File: config.mk
export PLATFORM = sky130hd
export DESIGN_NAME = psa_seq_ctrl_flat
export DESIGN_NICKNAME = d
export VERILOG_FILES = /design/src/rtl/psa_seq_ctrl_pkg.sv /design/src/rtl/psa_seq_ctrl_if.sv /design/src/rtl/psa_seq_ctrl_lane.sv /design/src/rtl/psa_seq_ctrl.sv /design/src/flat_wrapper.sv
export SDC_FILE = /design/constraint.sdc
export NUM_CORES = 1
export LEC_CHECK = 0
export ABC_CLOCK_PERIOD_IN_PS = 3700
export BUFFER_PORTS_ARGS = -buffer_cell sky130_fd_sc_hd__clkbuf_2
export CELL_PAD_IN_SITES_DETAIL_PLACEMENT = 0
export CELL_PAD_IN_SITES_GLOBAL_PLACEMENT = 1
export CORE_ASPECT_RATIO = 1.2
export CORE_UTILIZATION = 40
export CTS_BUF_LIST = sky130_fd_sc_hd__clkbuf_8
export CTS_CLUSTER_DIAMETER = 120
export CTS_CLUSTER_SIZE = 30
export DETAILED_ROUTE_END_ITERATION = 10
export MAX_ROUTING_LAYER = met4
export PLACE_DENSITY = 0.81
export SLEW_MARGIN = 40
export SYNTH_ARGS = -nofsm -noshare
export SYNTH_HDL_FRONTEND = slang
export SYNTH_SLANG_ARGS = --single-unit
File: constraint.sdc
create_clock -name clk -period 3.7 [get_ports clk]
set_input_delay 0.37 -clock clk [delete_from_list [all_inputs] [get_ports clk]]
set_output_delay 0.37 -clock clk [all_outputs]
set_load 0.02 [all_outputs]
File: src/rtl/psa_seq_ctrl_pkg.sv
// Shared types and constants for the nibble-serial saturating add/sub sequencer.
package psa_pkg;

  localparam int LANE_W    = 4;
  localparam int NUM_LANES = 4;
  localparam int OP_W      = NUM_LANES * LANE_W;

  localparam logic [LANE_W-1:0] SAT_POS = 4'b0111;
  localparam logic [LANE_W-1:0] SAT_NEG = 4'b1000;

  typedef enum logic [1:0] {
    IDLE = 2'd0,
    RUN  = 2'd1,
    DONE = 2'd2
  } state_t;

  // Latched request, viewed lane by lane so the active nibble is a plain index.
  typedef struct packed {
    logic [NUM_LANES-1:0][LANE_W-1:0] a;
    logic [NUM_LANES-1:0][LANE_W-1:0] b;
    logic                             sub;
  } op_t;

  // Saturation value picked by the sign of operand A.
  function automatic logic [LANE_W-1:0] sat_val(input logic neg);
    return neg ? SAT_NEG : SAT_POS;
  endfunction

endpackage

File: src/rtl/psa_seq_ctrl_if.sv
// Request/response bundle between the execute stage and the sequencer.
interface psa_seq_ctrl_if;
  import psa_pkg::*;

  logic              req_valid;
  logic              req_ready;
  logic [OP_W-1:0]   req_a;
  logic [OP_W-1:0]   req_b;
  logic              req_sub;
  logic              rsp_valid;
  logic              rsp_ready;
  logic [OP_W-1:0]   rsp_sum;
  logic [NUM_LANES-1:0] rsp_ovfl_mask;
  logic              rsp_error;
  logic              busy;

  // Requester side (execute stage / testbench).
  modport master (
    output req_valid, req_a, req_b, req_sub, rsp_ready,
    input  req_ready, rsp_valid, rsp_sum, rsp_ovfl_mask, rsp_error, busy
  );

  // Sequencer side.
  modport slave (
    input  req_valid, req_a, req_b, req_sub, rsp_ready,
    output req_ready, rsp_valid, rsp_sum, rsp_ovfl_mask, rsp_error, busy
  );
endinterface

File: src/rtl/psa_seq_ctrl_lane.sv
// One signed saturating add/sub lane; purely combinational.
module sat_lane_4bit
  import psa_pkg::*;
(
  input  logic [LANE_W-1:0] a,
  input  logic [LANE_W-1:0] b,
  input  logic              sub,
  output logic [LANE_W-1:0] res,
  output logic              ovfl
);

  logic [LANE_W-1:0] bp;
  logic [LANE_W-1:0] raw;

  // Negate B for subtract, add, then detect signed overflow and clamp.
  // Negating the most negative value wraps back to itself, so that case
  // is judged on A's sign alone: A - (-8) overflows exactly when A >= 0.
  always_comb begin
    bp   = sub ? LANE_W'(~b + LANE_W'(1)) : b;
    raw  = a + bp;
    if (sub && (b == SAT_NEG))
      ovfl = ~a[LANE_W-1];
    else
      ovfl = (a[LANE_W-1] == bp[LANE_W-1]) && (raw[LANE_W-1] != a[LANE_W-1]);
    res  = ovfl ? sat_val(a[LANE_W-1]) : raw;
  end

endmodule

File: src/rtl/psa_seq_ctrl.sv
// Sequencer: runs one saturating lane across the operand nibbles, LSB first,
// and hands back the assembled result over a valid/ready response.
module psa_seq_ctrl
  import psa_pkg::*;
(
  input  logic          clk,
  input  logic          rst,
  psa_seq_ctrl_if.slave bus
);

  localparam int              CNT_W    = (NUM_LANES > 1) ? $clog2(NUM_LANES) : 1;
  localparam logic [CNT_W-1:0] CNT_LAST = CNT_W'(NUM_LANES - 1);

  state_t                           state, state_nx;
  logic [CNT_W-1:0]                 cnt;
  op_t                              op;
  logic [NUM_LANES-1:0][LANE_W-1:0] sum;
  logic [NUM_LANES-1:0]             mask;

  logic                             req_ready;
  logic                             rsp_valid;
  logic                             busy;
  logic                             accept;
  logic                             lane_last;
  logic [LANE_W-1:0]                lane_res;
  logic                             lane_ovfl;

  assign lane_last = (cnt == CNT_LAST);
  assign accept    = req_ready & bus.req_valid;

  // Single shared lane, fed by the nibble selected by the counter.
  sat_lane_4bit u_lane (
    .a    (op.a[cnt]),
    .b    (op.b[cnt]),
    .sub  (op.sub),
    .res  (lane_res),
    .ovfl (lane_ovfl)
  );

  // State register.
  always_ff @(posedge clk or posedge rst) begin
    if (rst) state <= IDLE;
    else     state <= state_nx;
  end

  // Next state and handshake outputs. DONE returns to IDLE rather than
  // accepting directly, so a new request always waits one extra cycle.
  always_comb begin
    state_nx  = state;
    req_ready = 1'b0;
    rsp_valid = 1'b0;
    busy      = 1'b1;
    case (state)
      IDLE: begin
        req_ready = 1'b1;
        busy      = 1'b0;
        if (bus.req_valid) state_nx = RUN;
      end
      RUN: begin
        if (lane_last) state_nx = DONE;
      end
      DONE: begin
        rsp_valid = 1'b1;
        if (bus.rsp_ready) state_nx = IDLE;
      end
      default: state_nx = IDLE;
    endcase
  end

  // Operand latch, lane counter and per-lane result assembly.
  always_ff @(posedge clk or posedge rst) begin
    if (rst) begin
      op   <= '0;
      cnt  <= '0;
      sum  <= '0;
      mask <= '0;
    end else begin
      case (state)
        IDLE: begin
          if (accept) begin
            op.a   <= bus.req_a;
            op.b   <= bus.req_b;
            op.sub <= bus.req_sub;
            cnt    <= '0;
            sum    <= '0;
            mask   <= '0;
          end
        end
        RUN: begin
          sum[cnt]  <= lane_res;
          mask[cnt] <= lane_ovfl;
          cnt       <= lane_last ? '0 : cnt + CNT_W'(1);
        end
        default: ;
      endcase
    end
  end

  assign bus.req_ready     = req_ready;
  assign bus.rsp_valid     = rsp_valid;
  assign bus.busy          = busy;
  assign bus.rsp_sum       = sum;
  assign bus.rsp_ovfl_mask = mask;
  assign bus.rsp_error     = |mask;

endmodule

File: src/flat_wrapper.sv
// flat-port wrapper written by rule: the top's interface ports become plain ports
module psa_seq_ctrl_flat import psa_pkg::*;
  (clk, rst, bus_req_valid, bus_req_a, bus_req_b, bus_req_sub, bus_rsp_ready, bus_req_ready, bus_rsp_valid, bus_rsp_sum, bus_rsp_ovfl_mask, bus_rsp_error, bus_busy);
  psa_seq_ctrl_if bus_i ();
  input  logic clk;
  input  logic rst;
  input wire logic [$bits(bus_i.req_valid)-1:0] bus_req_valid;
  input wire logic [$bits(bus_i.req_a)-1:0] bus_req_a;
  input wire logic [$bits(bus_i.req_b)-1:0] bus_req_b;
  input wire logic [$bits(bus_i.req_sub)-1:0] bus_req_sub;
  input wire logic [$bits(bus_i.rsp_ready)-1:0] bus_rsp_ready;
  output wire logic [$bits(bus_i.req_ready)-1:0] bus_req_ready;
  output wire logic [$bits(bus_i.rsp_valid)-1:0] bus_rsp_valid;
  output wire logic [$bits(bus_i.rsp_sum)-1:0] bus_rsp_sum;
  output wire logic [$bits(bus_i.rsp_ovfl_mask)-1:0] bus_rsp_ovfl_mask;
  output wire logic [$bits(bus_i.rsp_error)-1:0] bus_rsp_error;
  output wire logic [$bits(bus_i.busy)-1:0] bus_busy;
  assign bus_i.req_valid = bus_req_valid;
  assign bus_i.req_a = bus_req_a;
  assign bus_i.req_b = bus_req_b;
  assign bus_i.req_sub = bus_req_sub;
  assign bus_i.rsp_ready = bus_rsp_ready;
  assign bus_req_ready = bus_i.req_ready;
  assign bus_rsp_valid = bus_i.rsp_valid;
  assign bus_rsp_sum = bus_i.rsp_sum;
  assign bus_rsp_ovfl_mask = bus_i.rsp_ovfl_mask;
  assign bus_rsp_error = bus_i.rsp_error;
  assign bus_busy = bus_i.busy;
  psa_seq_ctrl u_core (.clk(clk), .rst(rst), .bus(bus_i));
endmodule
==> summary.md <==
| Metric | Value |
|---|---|
| Worst-case reg-to-reg path depth | `11` |
| Largest net degree at the start of global routing | `36` |
| First-pass iteration count of the detailed router | `4` |
| Row count | `32` |
| Vias in the first global route | `1760` |
| CTS tree | `yes` |
| Most common cell in the netlist | `dfrtp_1` |
| Max H-tree Level | `3` |
| CTS sink count | `57` |
| Post-synthesis cell type count | `38` |
| Syn_nets | `259` |
| Worst Tran Pin Value | `0.606 ns` |
| RSZ-0062 raised after global routing | `false` |
| WHS | `0.0329 ns` |
| Synthesized flop and latch total | `57` |
| GP Congestion | `0.810` |
| Final setup viols | `0` |
| Hold Crit Class | `input pin to asynchronous set/reset pin` |
| Status | `complete, no violations` |
| # diodes | `0` |
| Number of max-cap violations | `0` |
| Cts repair resizes | `0` |
| Placed Cells | `358` |
| Average routed wire per standard cell | `14.3 um` |
| Die Y | `93.3 um` |
| Post-Syn Instances | `213` |
| Grt total ovfl | `0` |
| Io pins | `61` |
| Worst Skew | `0.00603 ns` |
| Num CTS Buffers | `9` |
| R2R Path End | `u_core.bus.rsp_sum[2]` |
| First-pass GRT wire length | `8830 um` |
| Setup crit end kind | `flop` |
| Worst path required time | `3.92 ns` |
| Worst reg2reg startpoint | `u_core.cnt[0]` |
| Post-route setup TNS | `0 ns` |
| HPWL after DPL | `4100 um` |
| Crit Path Max Fanout | `4` |
| Core area | `0.00657 mm^2` |
| Die ar. | `0.00728 mm^2` |
| CTS root buf | `clkbuf_8` |
| Area Growth Syn to Fin | `22.0%` |
| Post-synth EDFFs | `0` |
| Fin crit period | `3.41 ns` |
| Async SR Flop Fraction | `1.00` |
| Initial drt markers | `81` |
| Port Buffers | `60` |
| # fillers | `615` |
| GRT Total Usage | `0.169` |
| Hold buffers post-CTS | `0` |
| Post-CTS Setup Inserts | `0` |
| Die W | `78.1 um` |
| Routed vias | `1878` |
| Post-route clock period utilization | `0.921` |
| WP data arrival | `3.63 ns` |
| Yosys top cell area share | `0.514` |
| Internal reg-to-reg setup slack | `0.29 ns` |
| Clock Latency Late Sink | `0.33 ns` |
| Mapped Area | `0.00278 mm^2` |
| Worst slew margin | `0.593` |
| Post-route DRC violation count | `0` |
| Largest area contributor in the netlist | `dfrtp_1` |
| CP Class | `flop to flop` |
| Fmax | `293 MHz` |
| Yosys warning count | `0` |
| Clock buffer depth | `2` |
| Remaining antenna violation count | `0` |
| Final core occ | `0.516` |
| Hold Vio Cnt, Final | `0` |
| Via/cell ratio | `5.05` |
| Avg Cell Area, Syn | `13.0 um^2` |
| Largest cells by area after synthesis | `dfrtp_1 (51%), mux2_2 (13%), mux4_1 (7.6%)` |
| Clock slew at the register clock pins of the worst setup and hold paths | `0.06 ns` |
| Startpoint Class | `flop` |
| Initial antenna violation count | `0` |
| Dominant synthesized flop cell | `dfrtp_1` |
| Final std cells w/o fill | `372` |
| Slew Limit Fails | `0` |
| Initial Utilization | `0.423` |
| Total length of routed wires | `5340 um` |
| Nets | `330` |
| Share of layout cells above drive strength 1 | `0.436` |
| Synth cell count leaders | `dfrtp_1 (57), mux2_2 (33), nand2_1 (22), inv_1 (14), o21ai_0 (13)` |
| Register area share after synthesis | `0.514` |
==> how the worst max path moves through the flow <==
stage	startpoint	endpoint	slack, ns
6_report	u_core.cnt[0]	u_core.bus.rsp_sum[2]	0.29
5_1_grt	u_core.cnt[0]	u_core.bus.rsp_sum[2]	0.12
4_1_cts	u_core.cnt[0]	u_core.bus.rsp_sum[2]	0.28
3_5_place_dp	u_core.cnt[0]	u_core.bus.rsp_sum[10]	0.29
3_3_place_gp	u_core.cnt[0]	u_core.bus.rsp_sum[2]	0.37
2_1_floorplan	u_core.cnt[0]	u_core.bus.rsp_sum[10]	0.33
==> through the flow <==
step           setup slack (ns)  area, um^2
2_1_floorplan             0.325        2780
3_3_place_gp              0.366        3190
3_5_place_dp              0.286        3190
4_1_cts                   0.278        3390
5_1_grt                   0.117        3390
6_report                  0.291        3390
==> state kept, by name (all words and copies together) (netlist names) <==
| register | cells |
|---|---|
| u_core.bus.rsp_sum | 16 |
| u_core.op | 33 |
| u_core.bus.rsp_ovfl_mask | 4 |
| u_core.state | 2 |
| u_core.cnt | 2 |
==> routing by layer <==
| layer | share of wire | track usage | vias up |
|---|---|---|---|
| li1 | - | - | 916 |
| met1 | 0.45 | 0.216 | 906 |
| met2 | 0.48 | 0.247 | 50 |
| met3 | 0.054 | 0.0556 | 6 |
| met4 | 0.015 | 0.0694 | 0 |
| met5 | 0 | - | - |
==> worst max-delay path, cell delays in order (launching register included) <==
cell and delay, ns:
dfrtp_1 0.40, mux4_1 0.63, inv_1 0.11, ha_1 0.23, nand2_1 0.06, o21ai_0 0.10, ha_1 0.29, a21o_1 0.17
a21oi_1 0.25, and2b_2 0.28, or3b_2 0.49, a32o_1 0.28
==> cells in the final DEF (no fill, tap or decap), types with 8 or more instances in the layout <==
cell / synthesis / routed
clkbuf_8: 1 / 12
inv_1: 14 / 13
clkbuf_2: 0 / 60
ha_1: 8 / 8
nand2_1: 22 / 22
mux4_1: 8 / 8
o41ai_1: 8 / 8
o21ai_0: 13 / 13
mux2_2: 33 / 33
dfrtp_1: 57 / 57
==> area by class of cell <==
| type | instances | area [um^2] | area share |
|---|---|---|---|
| Timing Repair Buffer | 67 | 353 | 0.104 |
| Tap cell | 85 | 106 | 0.0314 |
| Sequential cell | 57 | 1430 | 0.421 |
| Clock buffer | 12 | 165 | 0.0487 |
| Multi-Input combinational cell | 135 | 1250 | 0.368 |
| Clock inverter | 2 | 37.5 | 0.0111 |
| Inverter | 14 | 52.6 | 0.0155 |
==> kinds of logic after synthesis <==
family                   after synthesis  share of synthesized area
flip-flops                            57                      0.514
AND/OR/NAND/NOR                       46                     0.0820
multiplexers                          42                      0.218
AO/OA/AOI/OAI                         34                     0.0910
buffers and inverters                 21                     0.0374
adder cells (fa/ha/maj)                9                     0.0432
XOR/XNOR                               4                     0.0153
Power is not shown: default switching activity piles up to over one toggle a cycle in this logic, so the estimate is an artifact.
